## config.mk

```make
export PLATFORM = sky130hd
export DESIGN_NAME = spi_adapter_arbiter
export DESIGN_NICKNAME = d
export VERILOG_FILES = /design/src/rtl/spi_arb_pkg.sv /design/src/rtl/sat_counter.sv /design/src/rtl/spi_adapter_arbiter.sv
export SDC_FILE = /design/constraint.sdc
export NUM_CORES = 1
export LEC_CHECK = 0
export ABC_AREA = 1
export CORE_MARGIN = 8
export CORE_UTILIZATION = 30
export DETAILED_ROUTE_END_ITERATION = 10
export PLACE_DENSITY = 0.9
export SYNTH_ARGS = -nofsm -noshare
export SYNTH_HDL_FRONTEND = slang
export SYNTH_SLANG_ARGS = --single-unit
export TNS_END_PERCENT = 20
```

## constraint.sdc

```tcl
create_clock -name clk -period 1.4 [get_ports clk]
set_input_delay 0.28 -clock clk [delete_from_list [all_inputs] [get_ports clk]]
set_output_delay 0.28 -clock clk [all_outputs]
set_load 0.02 [all_outputs]
```

## src/rtl/spi_arb_pkg.sv

```systemverilog
// rtl/spi_arb_pkg.sv - shared types and helpers for the SPI adapter arbiter
package spi_arb_pkg;

    typedef enum logic {
        IDLE  = 1'b0,
        ARMED = 1'b1
    } arb_state_t;

    // Address field is never narrower than one bit, even for tiny adapter counts.
    function automatic int addr_width(input int n);
        return ($clog2(n) < 1) ? 1 : $clog2(n);
    endfunction

endpackage

```

## src/rtl/sat_counter.sv

```systemverilog
// rtl/sat_counter.sv - saturating event counter with synchronous active-low reset
module sat_counter #(
    parameter int width = 8
) (
    input  logic             clk,
    input  logic             reset,
    input  logic             inc,
    output logic [width-1:0] count
);

    always_ff @(posedge clk) begin
        if (!reset) begin
            count <= '0;
        end else if (inc && (count != '1)) begin
            count <= count + width'(1);
        end
    end

endmodule

```

## src/rtl/spi_adapter_arbiter.sv

```systemverilog
// rtl/spi_adapter_arbiter.sv - routes one SPI minion push/pull port across several adapters
module spi_adapter_arbiter
    import spi_arb_pkg::*;
#(
    parameter int  nbits        = 8,
    parameter int  num_adapters = 4,
    parameter int  cnt_nbits    = 8,
    localparam int aw           = addr_width(num_adapters),
    localparam int pw           = nbits + aw + 2,
    localparam int aw_pw        = nbits + 2
) (
    input  logic                          clk,
    input  logic                          reset,
    input  logic                          push_en,
    input  logic [pw-1:0]                 push_msg,
    input  logic                          pull_en,
    output logic [pw-1:0]                 pull_msg,
    output logic [num_adapters-1:0]       adp_push_en,
    output logic [num_adapters*aw_pw-1:0] adp_push_msg,
    output logic [num_adapters-1:0]       adp_pull_en,
    input  logic [num_adapters*aw_pw-1:0] adp_pull_msg,
    output logic [cnt_nbits-1:0]          drop_cnt,
    output logic [cnt_nbits-1:0]          badaddr_cnt,
    output logic                          armed
);

    typedef struct packed {
        logic             val_wrt;
        logic             val_rd;
        logic [aw-1:0]    addr;
        logic [nbits-1:0] data;
    } push_pkt_t;

    typedef struct packed {
        logic             val;
        logic             spc;
        logic [aw-1:0]    addr;
        logic [nbits-1:0] data;
    } pull_pkt_t;

    typedef struct packed {
        logic             val_wrt;
        logic             val_rd;
        logic [nbits-1:0] data;
    } adp_push_t;

    typedef struct packed {
        logic             val;
        logic             spc;
        logic [nbits-1:0] data;
    } adp_pull_t;

    localparam logic [aw:0] num_lim = (aw + 1)'(num_adapters);

    push_pkt_t                    pkt;
    pull_pkt_t                    pull_out;
    adp_push_t [num_adapters-1:0] adp_out;
    adp_pull_t [num_adapters-1:0] adp_in;

    arb_state_t    state, state_d;
    logic [aw-1:0] rd_tgt, spc_tgt;
    logic          addr_ok, push_valid, drop_inc, bad_inc;

    assign pkt          = push_msg;
    assign adp_in       = adp_pull_msg;
    assign adp_push_msg = adp_out;
    assign pull_msg     = pull_out;

    assign addr_ok    = ({1'b0, pkt.addr} < num_lim);
    assign push_valid = push_en & addr_ok;
    assign bad_inc    = push_en & ~addr_ok;
    // A write is lost when the addressed adapter reports no space this cycle.
    assign drop_inc   = push_valid & pkt.val_wrt & ~adp_in[pkt.addr].spc;

    always_ff @(posedge clk) begin
        if (!reset) begin
            state   <= IDLE;
            rd_tgt  <= '0;
            spc_tgt <= '0;
        end else begin
            state <= state_d;
            if (push_valid && pkt.val_rd) begin
                rd_tgt <= pkt.addr;
            end
            if (push_valid) begin
                spc_tgt <= pkt.addr;
            end
        end
    end

    // A re-arming push outranks the pull that would otherwise return to IDLE.
    always_comb begin
        state_d = state;
        if (push_valid && pkt.val_rd) begin
            state_d = ARMED;
        end else if (state == ARMED && pull_en) begin
            state_d = IDLE;
        end
    end

    always_comb begin
        adp_push_en = '0;
        adp_pull_en = '0;
        adp_out     = '0;
        pull_out    = '0;
        if (push_valid) begin
            adp_push_en[pkt.addr]     = 1'b1;
            adp_out[pkt.addr].val_wrt = pkt.val_wrt;
            adp_out[pkt.addr].data    = pkt.data;
        end
        if (pull_en) begin
            if (state == ARMED) begin
                adp_pull_en[rd_tgt]    = 1'b1;
                adp_out[rd_tgt].val_rd = 1'b1;
                pull_out.val           = adp_in[rd_tgt].val;
                pull_out.spc           = adp_in[rd_tgt].spc;
                pull_out.addr          = rd_tgt;
                pull_out.data          = adp_in[rd_tgt].data;
            end else begin
                pull_out.spc  = adp_in[spc_tgt].spc;
                pull_out.addr = spc_tgt;
            end
        end
    end

    assign armed = (state == ARMED);

    sat_counter #(.width(cnt_nbits)) u_drop_cnt (
        .clk   (clk),
        .reset (reset),
        .inc   (drop_inc),
        .count (drop_cnt)
    );

    sat_counter #(.width(cnt_nbits)) u_badaddr_cnt (
        .clk   (clk),
        .reset (reset),
        .inc   (bad_inc),
        .count (badaddr_cnt)
    );

endmodule

```

==> results.toml <==
[global_route]
grt_usage = 0.190
grt-busiest-layer = "met2"
grt_max_degree = 20
grt_pass1_vias = 2277
overflow = 0
grt_pass1_wl_mm = 11.3
use_met1 = 0.180
antenna_found_initial = 0
use_met2 = 0.370
met3_usage = 0.0654

[synthesis]
netlist_area_sq_mm = 0.00139
ys.warnings.count = 0
yosys_register_bits = 13
netlist_instances = 256
yosysSeqAreaShare = 0.188
yosys-top-cells-area = "dfxtp_1 19%, nor2_1 16%, nand3_1 12%, nand2_1 11%, inv_1 9.7%"
synth.distinct_cells = 24
yosysTopAreaCellShare = 0.188
postSynthAreaPerCell_sq_um = 5.42
synth_largest_area_cell = "dfxtp_1"

[power]
finalPower_mw = 1.50
p_leak_nw = 1.51
vdd_drop_max_mv = 0.327
p_per_area_mw_per_mm2 = 463

[layout]
syn2layout_area_growth_pct = 133
postLayoutCellArea_sq_mm = 0.00324
layout.nets = 473
layout-drive-gt1-share = 0.511
num-fill-cells = 332
ff_latch_area_sq_um = 278
antenna_cells = 0
multi_input_area_sq_mm = 0.00120

[setup_path]
worstPathMaxFanout = 4
cp_top_family = "flip-flops"
end_kind = "output port"
r2r_cells = 8
r2r_end = "u_drop_cnt.count[0]$_SDFFE_PN0P_"
reg2reg_setup_slack_ns = 0.09
reg2reg_from = "u_drop_cnt.count[0]$_SDFFE_PN0P_"
critPathKind = "reg -> out"
start_kind = "flop"
worstPathRequired_ns = 1.12
path_cells = "inv_4 -> nor2_4 -> buf_4 -> nand2_1 -> nand4_1 -> nand2_1 -> o21ai_1 -> buf_4"
worstPathBufferInverterCount = 3
slowest_stage = "dfxtp_4"
arrival_ns = 1.33
cpPeakStageDelay_ns = 0.38

[die]
pin_count = 133
core-area_sq_mm = 0.00441
die_h_um = 84.0
die_w_um = 84.0
initial_utilization = 0.314
die-area_sq_mm = 0.00706
rows = 24

[timing]
maxSlewViolCount = 0
fin_crit_sh = 1.15
setup_viol = 26
period_minus_slack_ns = 1.61
clock.fmax_ghz = 0.623
postLayoutSetupSlackWorst_ns = -0.206
rsz0062_at_grt = "true"
skew_ns = 0.00194
timing.final.hold_violations = 0

[drt]
drc = 0
wl_per_cell_um = 15.7
firstDrtPassIters = 4
routed_wl_mm = 7.31
vias = 2300
ant_nets = 0
first_iter_violations = 72
viasPerCell = 4.93

[clocking]
cts-root-buf = "clkbuf_8"
clock_latency_ns = 0.25
cts.clk_slew.worst_paths_ns = 0.06
cts.sinks = 13
tritoncts = "done"
cts_buffers = 3
post_cts_buffers = 0
clockBufferDepth = 2
cts.htree.levels = 1
hold_buffers = 0

[run_status]
violations = "setup timing"
outcome = "finished with violations"

[hold_path]
hold_class = "in -> reg"
min_path_cells = 4
hold_path_end = "rd_tgt[1]$_SDFFE_PN0P_"
worst_hold_startpoint = "push_en"

[place]
postPlaceCellArea_sq_mm = 0.00308
dpl_worst_slack_ns = -1.02
hpwl_mm = 5.65
numPortBuffers = 124
place_congestion = 0.874

[flow_run]
maxCapViolCount = 0
-- cells by family after synthesis --
logic type / Yosys count / share of synthesized area
simple gates: 144 / 0.440
buf+inv: 60 / 0.201
compound gates: 37 / 0.160
flops: 13 / 0.188
fa+ha+maj: 1 / 0.00902
other cells: 1 / 0.00270
-- flip-flops by register name (all words and copies together), names as in the netlist --
register and cells:
rd_tgt 2, u_drop_cnt.count 8, armed 1, spc_tgt 2
-- worst max path at each step --
stage | start | cells after the start | to | slack, ns
finish | rd_tgt[0]$_SDFFE_PN0P_ | 8 | pull_msg[10] | -0.21
CTS | adp_pull_msg[18] | 6 | pull_msg[10] | -0.21
global route | rd_tgt[0]$_SDFFE_PN0P_ | 8 | pull_msg[10] | -0.28
floorplan | rd_tgt[1]$_SDFFE_PN0P_ | 4 | pull_msg[0] | -0.11
global placement | push_msg[8] | 6 | adp_push_msg[10] | -0.93
detailed placement | push_msg[8] | 6 | adp_push_msg[10] | -1.02
-- metrics by stage --
step           instances   util  setup TNS [ns]  hold WS [ns]
2_1_floorplan        263      -           -2.69         0.432
3_3_place_gp         458  0.697          -51.43         0.468
6_report             467  0.734           -2.25         0.482
3_5_place_dp         458  0.697          -53.85         0.471
5_1_grt              467  0.734           -3.77         0.487
4_1_cts              466  0.707           -2.15         0.455
-- cell type report --
| cell class | instances | area share |
|---|---|---|
| sequential | 13 | 0.0857 |
| timing repair inverter | 3 | 0.00811 |
| tap | 52 | 0.0201 |
| clock buffer | 4 | 0.0139 |
| inverter | 40 | 0.0533 |
| timing repair buffer | 165 | 0.447 |
| multi-input combinational | 190 | 0.372 |
-- timing repair --
| item | 4_1_cts | 5_1_grt |
|---|---|---|
| setup endpoints to repair | 77 | 60 |
| gates resized for setup | 370 | 41 |
| pin swaps | 6 | 8 |
| gates cloned | 4 | 1 |
-- cells in the mapped netlist, drive strengths merged --
library cell	n
nor3	3
nor2	64
dfxtp	13
o22ai	2
a31oi	9
a21oi	11
nand2	40
buf	16
clkbuf	4
inv	36
a22oi	9
clkinv	4
o21ai	6
nand3	35
or2	1
nand4	1
ha	1
conb	1
-- layer usage --
metal  share of wire  vias up
li1                -     1126
met1            0.37     1054
met2            0.53      104
met3           0.075       16
met4           0.023        0
met5               0        -
-- layout by cell type, fill, tap and decap left out, types with 2 or more instances in the layout --
cell type	synthesis	routed
buf_4	12	71
clkdlybuf4s50_1	0	45
nand3_1	34	34
nor2_2	4	34
nand2_1	39	33
inv_1	36	23
buf_6	1	21
nor2_1	60	16
nor2_4	0	14
inv_2	0	12
dlygate4sd2_1	0	12
buf_2	1	11
a22oi_2	0	9
a21oi_1	11	9
conb_1	1	8
a31oi_2	0	7
clkinv_4	0	7
dfxtp_1	13	7
nand2_2	1	6
o21ai_0	6	4
dfxtp_4	0	4
clkbuf_8	0	3
dlymetal6s2s_1	0	3
o21ai_1	0	2
a31oi_1	9	2
nor3_4	0	2
a21oi_2	0	2
dfxtp_2	0	2
-- worst register-to-register path, stage by stage, from the launching register on --
cell and delay (ns):
dfxtp_4 0.37, ha_2 0.20, nand2_2 0.10, nor2_4 0.14
nand2_2 0.08, buf_4 0.15, nand3_1 0.07, nand2_1 0.05
nor2_1 0.08
-- power by group --
part           switching, mW  internal, mW
clock network          0.145         0.201
logic                  0.386         0.371
registers             0.0167         0.380
total                  0.548         0.953
Note: power is estimated with default switching activity, not from simulation.
